**config.mk**
```make
export PLATFORM = sky130hd
export DESIGN_NAME = serial_add_ctrl
export DESIGN_NICKNAME = d
export VERILOG_FILES = /design/src/rtl/serial_add_pkg.sv /design/src/rtl/serial_add_ctrl_bit_full_adder.sv /design/src/rtl/serial_add_ctrl.sv
export SDC_FILE = /design/constraint.sdc
export NUM_CORES = 1
export LEC_CHECK = 0
export CORE_UTILIZATION = 50
export DETAILED_ROUTE_END_ITERATION = 16
export GPL_ROUTABILITY_DRIVEN = 0
export PLACE_DENSITY = 0.83
export SLEW_MARGIN = 20
export SYNTH_ARGS = -nofsm -noshare
export SYNTH_HDL_FRONTEND = slang
export SYNTH_SLANG_ARGS = --single-unit
```
**constraint.sdc**
```tcl
create_clock -name clk -period 1.85 [get_ports clk]
set_input_delay 0.185 -clock clk [delete_from_list [all_inputs] [get_ports clk]]
set_output_delay 0.185 -clock clk [all_outputs]
set_load 0.02 [all_outputs]
```
**src/rtl/serial_add_pkg.sv**
```systemverilog
// Shared types and helpers for the bit-serial adder controller.
package serial_add_pkg;

  typedef enum logic [1:0] {
    IDLE = 2'd0,
    RUN  = 2'd1,
    DONE = 2'd2
  } state_t;

  // Counter width: cnt runs 0..WIDTH-1.
  function automatic int cnt_w(input int width);
    return $clog2(width);
  endfunction

endpackage

```
**src/rtl/serial_add_ctrl_bit_full_adder.sv**
```systemverilog
// One-bit full adder built from two half-adder cells and an OR gate.
module half_add_cell (
  input  logic a,
  input  logic b,
  output logic s,
  output logic c
);
  assign s = a ^ b;
  assign c = a & b;
endmodule

module bit_full_adder (
  input  logic a,
  input  logic b,
  input  logic cin,
  output logic s,
  output logic c
);
  logic s0, c0, c1;

  half_add_cell u_ha0 (.a(a),  .b(b),   .s(s0), .c(c0));
  half_add_cell u_ha1 (.a(s0), .b(cin), .s(s),  .c(c1));

  // The two half-adder carries can never both be set, so OR gives the majority.
  assign c = c0 | c1;
endmodule

```
**src/rtl/serial_add_ctrl.sv**
```systemverilog
// Bit-serial WIDTH-bit adder: one full-adder cell stepped LSB-first over WIDTH cycles.
module serial_add_ctrl
  import serial_add_pkg::*;
#(
  parameter int WIDTH = 8
) (
  input  logic             clk,
  input  logic             rst_n,
  input  logic             start,
  input  logic [WIDTH-1:0] a,
  input  logic [WIDTH-1:0] b,
  input  logic             cin,
  output logic             ready,
  output logic             busy,
  output logic             done,
  output logic [WIDTH-1:0] sum,
  output logic             cout
);

  localparam int              CW   = cnt_w(WIDTH);
  localparam logic [CW-1:0]   LAST = CW'(WIDTH - 1);

  state_t           state;
  logic [WIDTH-1:0] opa, opb, acc;
  logic             carry;
  logic [CW-1:0]    cnt;
  logic             bit_s, bit_c;

  bit_full_adder u_fa (
    .a   (opa[0]),
    .b   (opb[0]),
    .cin (carry),
    .s   (bit_s),
    .c   (bit_c)
  );

  assign ready = (state == IDLE);
  assign busy  = (state == RUN);

  // NOTE: every register here uses <= so all of them see pre-edge values,
  // which is what lets the shift, carry and count advance in lockstep.
  always_ff @(posedge clk or negedge rst_n) begin
    if (!rst_n) begin
      state <= IDLE;
      opa   <= '0;
      opb   <= '0;
      acc   <= '0;
      carry <= 1'b0;
      cnt   <= '0;
      done  <= 1'b0;
      sum   <= '0;
      cout  <= 1'b0;
    end else begin
      case (state)
        IDLE: begin
          if (start) begin
            opa   <= a;
            opb   <= b;
            carry <= cin;
            cnt   <= '0;
            acc   <= '0;
            state <= RUN;
          end
        end
        RUN: begin
          opa   <= opa >> 1;
          opb   <= opb >> 1;
          acc   <= {bit_s, acc[WIDTH-1:1]};
          carry <= bit_c;
          cnt   <= cnt + 1'b1;
          // sum/cout only move on the final bit so they hold the old result during RUN.
          if (cnt == LAST) begin
            sum   <= {bit_s, acc[WIDTH-1:1]};
            cout  <= bit_c;
            done  <= 1'b1;
            state <= DONE;
          end
        end
        DONE: begin
          done  <= 1'b0;
          state <= IDLE;
        end
        default: state <= IDLE;
      endcase
    end
  end

endmodule

```
Word-level counts from Yosys, hierarchy flattened
Cells that the tools add are included.
{ "totals": {"word_cells": 42, "ff_bits": 40, "in_bits": 20, "out_inout_bits": 12} }
{ "classes": {"bitwise_logic": 5, "addsub": 1, "eq_ne": 5, "mux": 15, "reduce_logical": 7} }
{ "op_table": {"columns": ["cell", "count"], "rows": [
  ["8-bit case mux with 2 select lines", 3],
  ["8-bit 2-to-1 mux", 3],
  ["2-bit AND reduction", 4],
  ["3-bit case mux with 2 select lines", 1],
  ["2-bit 2-to-1 mux", 2],
  ["1-bit case mux with 2 select lines", 2],
  ["2-bit case mux with 2 select lines", 1],
  ["2-bit nonzero test", 2],
  ["3-bit by 1-bit adder with 3-bit output (second input constant)", 1],
  ["3-bit equality test (second input constant)", 1],
  ["3-bit 2-to-1 mux", 1],
  ["1-bit AND", 2],
  ["2-bit by 1-bit equality test with 1-bit output (second input constant)", 1],
  ["2-bit equality test (second input constant)", 1],
  ["2-bit logical NOT", 1],
  ["1-bit 2-to-1 mux", 2],
  ["2-bit by 1-bit inequality test with 1-bit output (second input constant)", 1],
  ["2-bit inequality test (second input constant)", 1],
  ["1-bit XOR", 2],
  ["1-bit bitwise OR", 1]
]} }

Logic depth before layout (Yosys ltp)
Gate-level depths: netlist of run 1.
{ "logic_depth": {"depth_word": 4, "ltp_mapped": 6, "ltp_nobuf": 5} }

Cells and area by module
Synthesis of run 1 repeated with hierarchy kept, for this count alone.
{ "unflattened": {"hier_cells": 141, "area_unflattened_um2": 1731.7} }
{ "by_module_without_submodules": {"columns": ["mod", "cells_each", "seq_area_each_um2", "instances", "area_per_inst_um2"], "rows": [
  ["serial_add_ctrl", 138, 975.9, 1, 1700.4],
  ["half_add_cell", 1, 0.0, 2, 12.5],
  ["bit_full_adder", 1, 0.0, 1, 6.3]
]} }

Least setup slack after synthesis of run 1
OpenSTA, ideal clock, no wires.
{ "synth_timing": {"path_type": "reg2reg", "startpoint": "register cnt[0]", "endpoint": "register cout", "setup_time_ps": 125, "n_path_buf": 0, "required_time_ps": 1725, "slack_ps": 482, "t_arrival_ps": 1243, "period_less_slack_ps": 1368, "path_stages_with_launch": 5, "path_cell_list": "dfrtp_1 ha_1 ha_1 nand2_8 mux2_4"} }
{ "synth_via": {"elab_chain_len": 2} }
{ "synth_rtl": {"columns": ["element", "line", "text"], "rows": [
  ["from (decl)", "serial_add_ctrl.sv:26", "logic [CW-1:0] cnt;"],
  ["from (signal assigned)", "serial_add_ctrl.sv:70", "cnt <= cnt + 1'b1;"],
  ["3-bit equality test", "serial_add_ctrl.sv:72", "if (cnt == LAST) begin"],
  ["2-bit AND reduction (no line)", null, null],
  ["to (signal assigned)", "serial_add_ctrl.sv:74", "cout <= bit_c;"],
  ["to (decl)", "serial_add_ctrl.sv:17", "output logic cout"]
]} }
Every way passes these cells.
A chain may end at the register's enable or synchronous reset.

Worst setup path in the final report of run 1
{ "layout_timing": {"startpoint": "register state[1]", "endpoint": "output busy"} }
{ "layout_via": {"elab_chain_len": 1} }
{ "layout_rtl": {"columns": ["element", "line", "text"], "rows": [
  ["from (decl)", "serial_add_ctrl.sv:23", "state_t state;"],
  ["from (signal assigned)", "serial_add_ctrl.sv:44", "state <= IDLE;"],
  ["from (signal assigned)", "serial_add_ctrl.sv:62", "state <= RUN;"],
  ["from (signal assigned)", "serial_add_ctrl.sv:76", "state <= DONE;"],
  ["2-bit by 1-bit equality test with 1-bit output", "serial_add_ctrl.sv:38", "assign busy = (state == RUN);"],
  ["to (decl)", "serial_add_ctrl.sv:14", "output logic busy,"]
]} }
Every way passes these cells.

==> results of run 1 <==
## Yosys cell counts, drive strengths merged (3+ instances only)
library cell / instances / area [um2]
o21ai: 5 / 25.02
mux2: 9 / 135.1
nor2: 3 / 11.26
nand2: 4 / 31.28
a21oi: 17 / 85.08
buf: 8 / 52.55
a22o: 9 / 78.83
dfrtp: 39 / 975.9
o22ai: 30 / 187.7
## metal layers
metal,GRT usage (%),vias up
met5,0,-
met4,10.06,0
met3,5.757,5
met2,33.59,36
met1,25.14,639
li1,-,593
## sequential cells by signal, indices dropped and copies added (netlist names)
signal	count
cnt	3
done	1
state	2
cout	1
opb	8
sum	8
opa	8
carry	1
acc	7
## path summary, 6_finish.rpt
kind | end
min in group asynchronous | done$_DFFE_PN0P_
worst min-delay path | opb[7]$_DFFE_PN0P_
worst min register to register | sum[4]$_DFFE_PN0P_
worst max-delay path | busy
max in group asynchronous | state[0]$_DFFE_PN0P_
worst max register to register | sum[7]$_DFFE_PN0P_
## repair_timing
| action | 4_1_cts | 5_1_grt |
|---|---|---|
| hold endpoints to repair | 39 | 0 |
| gates cloned | 0 | 0 |
| gates resized for setup | 2 | 1 |
| hold buffers | 1 | 0 |
| setup endpoints to repair | 1 | 1 |
## final cells by class
cell class	count	area share, %
inverters	4	1.059
flip-flops and latches	39	45.97
repair buffers	36	16.30
multi-input cells	86	30.67
well taps	44	2.590
clock buffers	7	3.061
clock inverters	1	0.3531
## worst min-delay path, stage by stage
cell,delay [ns]
clkdlybuf4s50_1,0.40
nand2_1,0.05
o21ai_0,0.07
## logic make-up after synthesis
kind of cell               count (synthesis)  share of synthesized area, %
AOI/OAI and AO/OA                         63                         23.19
DFF                                       39                         57.06
buffers and inverters                     14                         4.828
muxes                                      9                         7.901
and+or+nand+nor                           11                         4.389
adders and majority gates                  3                         2.633
## stage by stage
step           hold slack (ns)  instance area, um2  setup WS (ns)
5_1_grt                 0.4175                2126         0.2161
4_1_cts                 0.3800                2123        0.01670
3_5_place_dp            0.3360                2041         0.3165
3_3_place_gp            0.3246                2041         0.3738
2_1_floorplan          -0.1106                1710         0.4824
6_report                0.3796                2126         0.2746
## power by group
group / total [mW] / switching (mW) / internal (mW) / leakage [nW]
registers: 1.52 / 0.292 / 1.22 / 0.473
logic: 1.44 / 0.703 / 0.738 / 0.424
clock network: 0.505 / 0.283 / 0.222 / 0.0375
total: 3.46 / 1.28 / 2.18 / 0.934
==> metrics.md, run 1 <==
| Metric | Value |
|---|---|
| Status | `finished, final reports clean` |
| Fillcell total | `258` |
| Final Non-Filler Cells | `217` |
| Avg Synthesized Cell Area | `12.30 um2` |
| First-pass GRT wire length | `5347 um` |
| Die W | `between 60 and 70 um` |
| Final TNS setup | `0 ns` |
| Critical-path top delay cell | `dfrtp_1` |
| Crit path max fanout | `11` |
| Power Density | `1628 mW/mm2` |
| Clock Pin Slew Worst Setup and Hold Paths | `0.12 ns` |
| Yosys reg bits | `39` |
| Vias in the first global route | `1156` |
| Main synth FF type | `dfrtp_1` |
| Slew Viols, Final | `0` |
| Post-CTS Setup Bufs | `0` |
| Crit-path cells | `nand2b_4 -> inv_8 -> dlygate4sd2_1` |
| Initial core utilization | `54.25%` |
| Post-Syn Instances | `139` |
| Total track usage | `between 20% and 30%` |
| Vias per cell | `5.866` |
| Commonest non-fill, non-tap cells in the layout | `38 x dfrtp_1, 30 x o22ai_1, 28 x clkdlybuf4s50_1` |
| Post-route DRC | `0` |
| Max Clock Freq | `634.8 MHz` |
| Placed cells | `208` |
| Worst hold start | `b[7]` |
| Mapped Area | `0.001710 mm2` |
| VDD IR max | `0.7136 mV` |
| Final setup viols | `0` |
| Reg2reg path depth | `4` |
| Most common cell after layout, fill and taps aside | `dfrtp_1` |
| Final core occ | `67.42%` |
| Warnings from Yosys | `0` |
| Synth unique cells | `22` |
| Reg area | `977.2 um2` |
| Leakage | `0.9341 nW` |
| CP Capture Type | `output pin` |
| Worst rel slew slack | `43.95%` |
| RSZ-0062 raised after global routing | `no` |
| # rows | `20` |
| Area growth syn-to-layout | `24.29%` |
| Dpl hpwl | `about 2300 um` |
| WL final | `about 3400 um` |
| Clk_lat worst skew | `0.37 ns` |
| Initial antenna violation count | `0` |
| Worst Hold Depth | `3` |
| Die area | `0.003658 mm2` |
| Highest routed layer | `met4` |
| Total CTS buffers | `5` |
| Area of the multi-input gates | `651.9 um2` |
| Met2 wire length | `1720 um` |
| Min cycle time layout | `1.575 ns` |
| Fin crit share | `85.16%` |
| CTS Buffer Depth | `2` |
| CP startpoint | `state[1]$_DFFE_PN0P_` |
| Hold Vio Cnt, Final | `0` |
| WP data required | `1.66 ns` |
| Power Total | `3.460 mW` |
| Die Ht | `about 60 um` |
| WL met3 | `157 um` |
| Share of layout cells above drive strength 1 | `15.61%` |
| Diode count | `0` |
| Final setup skew | `0.01256 ns` |
| Synthesized Nets | `about 160` |
| Critical path depth | `3` |
| H-tree levels | `2` |
| Metal-1 WL | `1461 um` |
| Hold WC Path Type | `primary input to flip-flop` |
| Grt total ovfl | `0` |
| Max-Cap Viols | `0` |
| Worst Setup Start Kind | `flip-flop` |
| Drt pass-1 iters | `4` |
| FFs w/ async S/R, synth | `100.0%` |
| Critical path class | `flip-flop to output pin` |
| Largest net degree at the start of global routing | `40` |
| Post-route ant nets | `0` |
| DR WL/cell | `15.64 um` |
| Clock Tree Root | `clkbuf_4` |
| Max stage delay on crit path | `0.41 ns` |
| Crit path max-delay family | `buffers and inverters` |
| Worst Tran Pin Value | `0.8407 ns` |
| RR Startpoint | `cnt[0]$_DFFE_PN0P_` |
| Seq/Total Area, Yosys | `~57%` |
| Critical Path AT | `1.39 ns` |
| Core region area | `0.003153 mm2` |
| Nets@finish | `195` |
| Routed via count | `1273` |
| DR iter-0 viols | `71` |
| EDFF count, synth | `0` |
| Reg-to-reg slack, setup | `between 0.3 and 0.4 ns` |
| WP buf/inv | `2` |
| IO Pins | `32` |
| CTS tree | `built` |
| CTS sink cnt | `39` |
| Port Buffers | `31` |
(Power assumes the default switching activity.)
==> inputs of run 2 (changes only) <==
- ABC_AREA: default -> 1
==> run 2 against run 1 <==
Critical path depth is 1 lower. Wire length down 2.7%. Clock power fell by 23%. Worst setup slack worse by 0.16 ns. Count of clock-buffer cells in the layout decreased by 1. Worst hold slack better by 0.025 ns. Sequential power is 6% lower. Via count is 13% higher. Largest power group is now combinational cells. Highest routed layer unchanged.
==> metrics.md, run 2 <==
| Metric | Value |
|---|---|
| Status | `finished, final reports clean` |
| Ranking of synthesized cells by instance count | `108 x nand2_1, 39 x dfrtp_1, 17 x nand3_1` |
| Clock Tree Root | `clkbuf_4` |
| Int Power | `2.009 mW (-8.0%)` |
| Logic pwr share | `46.3% (+4.7 points)` |
| Synth top area cells | `dfrtp_1 56%, nand2_1 23%, nand3_1 4.8%, o21ai_2 3.0%, o21ai_0 2.8%` |
| Grt total ovfl | `0 (unchanged)` |
| # rows | `21 (+5.0%)` |
| Crit path max fanout | `4 (-7)` |
| Top-area cell type share of the netlist area | `55.52% (-1.5 points)` |
| H-tree levels | `2 (unchanged)` |
| Largest net degree at the start of global routing | `40 (unchanged)` |
| Reg-to-reg slack, setup | `0.42 ns (+0.05 ns)` |
| Routed via count | `1434 (+13%)` |
| CTS sink cnt | `39 (unchanged)` |
| Seq/Total Area, Yosys | `55.52% (-1.5 points)` |
| Die area | `0.003757 mm2 (+2.7%)` |
| Drt pass-1 iters | `4 (unchanged)` |
| Port Buffers | `31 (unchanged)` |
| Main synth FF type | `dfrtp_1` |
| First-pass GRT wire length | `5630 um (+5.3%)` |
| Area leader, netlist | `dfrtp_1` |
| Max Clock Freq | `575.8 MHz (-9.3%)` |
| CP Capture Type | `output pin` |
| Share of layout cells above drive strength 1 | `10.25% (-5.4 points)` |
| Flop pwr share | `42.2% (-1.6 points)` |
| Mapped Area | `0.001758 mm2 (+2.8%)` |
| Max-Cap Viols | `0 (unchanged)` |
| Die W | `61.30 um (+1.3%)` |
| RSZ-0062 raised after global routing | `no` |
| CTS Buffer Depth | `2 (unchanged)` |
| WL final | `3301 um (-2.7%)` |
| Hold Vio Cnt, Final | `0 (unchanged)` |
| Dpl hpwl | `2258 um (-2.2%)` |
| Power Density | `1557 mW/mm2 (-4.4%)` |
| Commonest non-fill, non-tap cells in the layout | `108 x nand2_1, 39 x dfrtp_1, 29 x clkdlybuf4s50_1` |
| Critical Path AT | `1.55 ns (+0.16 ns)` |
| Worst Slack Setup Final | `0.1133 ns (-0.1612 ns)` |
| Yosys reg bits | `39 (unchanged)` |
| Area growth syn-to-layout | `23.91%` |
| Largest regs | `opa (8), opb (8), sum (8)` |
| Final setup viols | `0 (unchanged)` |
| Final setup skew | `0.005087 ns (-0.007477 ns)` |
| DR WL/cell | `11.38 um (-27%)` |
| EDFF count, synth | `0 (unchanged)` |
| Vias in the first global route | `1321 (+14%)` |
| CTS tree | `built` |
| Final TNS setup | `0 ns (unchanged)` |
| Initial core utilization | `52.27% (-2.0 points)` |
| Total track usage | `20.81% (+0.27 points)` |
| Post-route DRC | `0 (unchanged)` |
| Critical path class | `flip-flop to output pin` |
| Diode count | `0 (unchanged)` |
| IO Pins | `32 (unchanged)` |
| Initial antenna violation count | `0 (unchanged)` |
| Most common cell after layout, fill and taps aside | `nand2_1` |
| Clock share of power | `11.5% (-3.1 points)` |
| Fillcell total | `319 (+24%)` |
| Die Ht | `61.30 um (+1.3%)` |
| FFs w/ async S/R, synth | `100.0% (unchanged)` |
| Vias per cell | `4.945 (-16%)` |
| Worst rel slew slack | `67.93% (+24 points)` |
| Avg Synthesized Cell Area | `8.411 um2 (-32%)` |
| Post-route ant nets | `0 (unchanged)` |
| Dpl ws | `0.4065 ns (+0.08998 ns)` |
| Warnings from Yosys | `0 (unchanged)` |
| Min cycle time layout | `1.737 ns (+0.1612 ns)` |
| Count leader, synth | `nand2_1` |
| Clk_lat worst skew | `0.34 ns (-0.03 ns)` |
| VDD IR max | `0.8354 mV (+17%)` |
| DR iter-0 viols | `47 (-34%)` |
| Synth unique cells | `19 (-14%)` |
| Leakage | `1.133 nW (+21%)` |
| Total CTS buffers | `5 (unchanged)` |
| Hold WC Path Type | `primary input to flip-flop` |
| Sw power | `1.383 mW (+8.2%)` |
| Nets@finish | `268 (+37%)` |
| WP data required | `1.66 ns (about the same)` |
| Slew Viols, Final | `0 (unchanged)` |
| Core region area | `0.003363 mm2 (+6.7%)` |
| Synthesized Nets | `232 (+43%)` |
| Fin crit share | `93.87% (+8.7 points)` |
| Net Sw Frac | `40.78% (+3.9 points)` |
| Clock Pin Slew Worst Setup and Hold Paths | `0.10 ns (-0.02 ns)` |
| Worst Tran Pin Value | `0.4811 ns (-0.3597 ns)` |
| Worst Setup Start Kind | `flip-flop` |
| Post-Syn Instances | `209 (+50%)` |
[run 2: cell types whose count changed after synthesis, moves of 3 or more]
cell,delta
nand3_1,+17
a21oi_1,-17
nand2_1,+105
o21ai_0,+5
inv_1,+7
o22ai_1,-30
a22o_1,-9
mux2_4,-9
o21ai_2,+6
inv_2,+3
buf_2,-3
[run 2: worst max-delay path, cell delays in order (launching register included)]
cell and delay (ns):
dfrtp_1 0.44, nor2_4 0.16, clkdlybuf4s50_1 0.62
[run 2: power by group through the flow]
stage | sequential [mW] | clock [mW] | combinational [mW]
after global routing | 1.48 | 0.436 | 1.77
after floorplan | 1.52 | 0 | 0.969
final | 1.43 | 0.389 | 1.57
after detailed placement | 1.45 | 0 | 1.59
after global placement | 1.44 | 0 | 1.55
after CTS | 1.43 | 0.397 | 1.60
[run 2: final timing paths]
path,depth (start not counted),to,startpoint
hold reg to reg,2,sum[0]$_DFFE_PN0P_,acc[1]$_DFFE_PN0P_
setup reg to reg,6,sum[1]$_DFFE_PN0P_,cnt[0]$_DFFE_PN0P_
max in group asynchronous,3,acc[3]$_DFFE_PN0P_,rst_n
setup / recovery,2,busy,state[1]$_DFFE_PN0P_
min in group asynchronous,3,opb[4]$_DFFE_PN0P_,rst_n
hold / removal,3,opa[7]$_DFFE_PN0P_,a[7]
[run 2: area by class of cell]
class	instances	area [um2]	area share, %
flip-flops and latches	39	975.9	44.80
multi-input cells	150	686.9	31.53
inverters	11	41.29	1.895
repair buffers	38	375.4	17.23
clock buffers	6	41.29	1.895
well taps	46	57.56	2.642
[run 2: through the flow]
step | cell area, um2 | utilization, % | hold WS [ns] | total power, mW | cells
CTS | 2176 | 64.69 | 0.4076 | 3.429 | 290
detailed placement | 2125 | 63.17 | 0.2627 | 3.040 | 283
floorplan | 1758 | - | -0.1106 | 2.493 | 209
global route | 2178 | 64.77 | 0.4109 | 3.686 | 290
finish | 2178 | 64.77 | 0.4048 | 3.392 | 290
global placement | 2125 | 63.17 | 0.2639 | 2.990 | 283
[run 2: cells by family (layout without fill, tap and decap cells)]
kind of cell | Yosys count | after routing | synth area share [%]
AND/OR/NAND/NOR | 129 | 129 | 29.47
AO/OA/AOI/OAI | 18 | 18 | 7.046
buffers and inverters | 20 | 55 | 5.409
adder cells (fa/ha/maj) | 3 | 3 | 2.562
flip-flops | 39 | 39 | 55.52
[run 2: routing by layer]
| layer | vias to the layer above | GRT usage (%) | part of all wire (%) |
|---|---|---|---|
| met2 | 27 | 34.78 | 48 |
| met5 | - | 0 | 0 |
| met3 | 6 | 5.672 | 3.7 |
| met4 | 0 | 7.792 | 1.8 |
| li1 | 722 | - | - |
| met1 | 679 | 25.90 | 46 |
[run 2: repair_timing]
item,in CTS,in global routing
hold buffers,1,0
buffers inserted,0,0
endpoints found under the hold margin,39,0
gates resized for setup,0,1
setup endpoints to repair,0,1
==> inputs of run 3 (changes only) <==
- MAX_ROUTING_LAYER: default -> met4
==> run 3 against run 2 <==
Utilization did not move. Fmax barely moved. Combinational power barely moved. Worst hold slack got worse by 0.00068 ns. Via count rose by 0.70%. Worst setup slack barely moved. Flip-flop and latch count did not move. Register-to-register slack barely moved. Critical path depth did not move. Count of clock-buffer cells in the layout did not move. Critical endpoint unchanged.
==> metrics.md, run 3 (same netlist as run 2, synthesis figures left out) <==
| Metric | Value |
|---|---|
| Status | `finished, final reports clean` |
| Fin crit share | `93.86% (about the same)` |
| # rows | `21 (unchanged)` |
| WP data required | `1.66 ns (about the same)` |
| Sw power | `1.380 mW (-0.20%)` |
| FF-to-FF End | `sum[1]$_DFFE_PN0P_` |
| Flop pwr share | `42.3% (about the same)` |
| Diode count | `0 (unchanged)` |
| Vias per cell | `4.979 (+0.70%)` |
| IO Pins | `32 (unchanged)` |
| Largest net degree at the start of global routing | `40 (unchanged)` |
| RSZ-0062 raised after global routing | `no` |
| Crit path max fanout | `4 (unchanged)` |
| Die Ht | `61.30 um (unchanged)` |
| Core region area | `0.003363 mm2 (unchanged)` |
| CP startpoint | `state[1]$_DFFE_PN0P_` |
| CP Capture Type | `output pin` |
| Largest regs | `opa (8), opb (8), sum (8)` |
| Int Power | `2.009 mW (about the same)` |
| Post-route DRC | `0 (unchanged)` |
| Clk_lat worst skew | `0.34 ns (about the same)` |
| Routed via count | `1444 (+0.70%)` |
| Min cycle time layout | `1.736 ns (-0.0001730 ns)` |
| Vias in the first global route | `1331 (+0.76%)` |
| CTS Buffer Depth | `2 (unchanged)` |
| RR Startpoint | `cnt[0]$_DFFE_PN0P_` |
| Final setup viols | `0 (unchanged)` |
| Max Clock Freq | `575.9 MHz (about the same)` |
| Reg2reg path depth | `6 (unchanged)` |
| Clock share of power | `11.5% (about the same)` |
| First-pass GRT wire length | `5651 um (+0.37%)` |
| Initial core utilization | `52.27% (unchanged)` |
| Initial antenna violation count | `0 (unchanged)` |
| Worst Hold Depth | `3 (unchanged)` |
| Slew Viols, Final | `0 (unchanged)` |
| Net Sw Frac | `40.73% (-0.049 points)` |
| WL final | `3293 um (-0.24%)` |
| Crit path to | `busy` |
| Clock Pin Slew Worst Setup and Hold Paths | `0.10 ns (about the same)` |
| Worst Tran Pin Value | `0.4800 ns (-0.001023 ns)` |
| Leakage | `1.133 nW (unchanged)` |
| Final TNS setup | `0 ns (unchanged)` |
| VDD IR max | `0.8361 mV (about the same)` |
| Share of layout cells above drive strength 1 | `10.25% (unchanged)` |
| Die W | `61.30 um (unchanged)` |
| Power Total | `3.389 mW (about the same)` |
| Logic pwr share | `46.3% (about the same)` |
| Final setup skew | `0.004876 ns (-0.0002107 ns)` |
| Max stage delay on crit path | `0.62 ns (about the same)` |
| Drt pass-1 iters | `4 (unchanged)` |
| Power Density | `1556 mW/mm2 (about the same)` |
| Nets@finish | `268 (unchanged)` |
| Total track usage | `21.53% (+0.72 points)` |
| Worst Setup Start Kind | `flip-flop` |
| Hold WC Path Type | `primary input to flip-flop` |
| Critical Path AT | `1.55 ns (about the same)` |
| Worst rel slew slack | `68.00% (+0.068 points)` |
| Hold Vio Cnt, Final | `0 (unchanged)` |
| Clock Tree Root | `clkbuf_4` |
| Critical path class | `flip-flop to output pin` |
| Post-route ant nets | `0 (unchanged)` |
| Area growth syn-to-layout | `23.91% (unchanged)` |
| H-tree levels | `2 (unchanged)` |
| Max-Cap Viols | `0 (unchanged)` |
| DR iter-0 viols | `36 (-23%)` |
| Most common cell after layout, fill and taps aside | `nand2_1` |
| Critical-path top delay cell | `clkdlybuf4s50_1` |
| Die area | `0.003757 mm2 (unchanged)` |
| Grt total ovfl | `0 (unchanged)` |
| Crit-path cells | `nor2_4 -> clkdlybuf4s50_1` |
| CTS tree | `built` |
| DR WL/cell | `11.36 um (-0.24%)` |
| Port Buffers | `31 (unchanged)` |
| CTS sink cnt | `39 (unchanged)` |
| Dpl hpwl | `2258 um (unchanged)` |
| Commonest non-fill, non-tap cells in the layout | `108 x nand2_1, 39 x dfrtp_1, 29 x clkdlybuf4s50_1` |
| Reg-to-reg slack, setup | `0.42 ns (about the same)` |
| Total CTS buffers | `5 (unchanged)` |
[run 3: cell counts in the layout (fill, tap and decap cells not counted)]
No cell type changed its count.
[run 3: how the worst min path moves through the flow]
stage | startpoint | to
floorplan | rst_n | acc[1]$_DFFE_PN0P_
global placement | rst_n | opb[4]$_DFFE_PN0P_
detailed placement | rst_n | opb[4]$_DFFE_PN0P_
CTS | a[7] | opa[7]$_DFFE_PN0P_
global route | a[7] | opa[7]$_DFFE_PN0P_
finish | a[7] | opa[7]$_DFFE_PN0P_
[run 3: timing repair]
item | CTS | global route
buffers inserted | 0 | 0
endpoints found under the setup margin | 0 | 1
hold buffers | 1 | 0
endpoints found under the hold margin | 39 | 0
gates resized for setup | 0 | 1
[run 3: layout make-up]
type                            instances  area, um2
Clock buffer                            6      41.29
Fill cell                             319       1185
Inverter                               11      41.29
Multi-Input combinational cell        150      686.9
Sequential cell                        39      975.9
Tap cell                               46      57.56
Timing Repair Buffer                   38      375.4
[run 3: per-layer routing]
layer	global-route usage [%]	share of wire [%]	vias up
met2	34.16	48	32
met1	26.04	46	682
met4	9.091	2.2	0
met3	5.672	3.9	8
met5	-	0	-
li1	-	-	722
[run 3: power by group through the flow]
| stage | sequential [mW] | combinational [mW] | clock, mW |
|---|---|---|---|
| floorplan | 1.52 | 0.969 | 0 |
| global placement | 1.44 | 1.55 | 0 |
| detailed placement | 1.45 | 1.59 | 0 |
| CTS | 1.43 | 1.60 | 0.397 |
| global route | 1.48 | 1.77 | 0.436 |
| finish | 1.43 | 1.57 | 0.388 |
[run 3: critical path, delay by kind of cell (launching register included)]
kind	cells	cell delay [ns]
DFF	1	0.44
and+or+nand+nor	1	0.16
buffers and inverters	1	0.62
[run 3: through the flow]
stage	hold WS (ns)	utilization [%]	worst slack [ns]	instances	area, um2
global placement	0.2639	63.17	0.4095	283	2125
CTS	0.4076	64.69	0.01149	290	2176
global route	0.4109	64.77	0.05399	290	2178
finish	0.4042	64.77	0.1135	290	2178
detailed placement	0.2627	63.17	0.4065	283	2125
floorplan	-0.1106	-	0.6038	209	1758
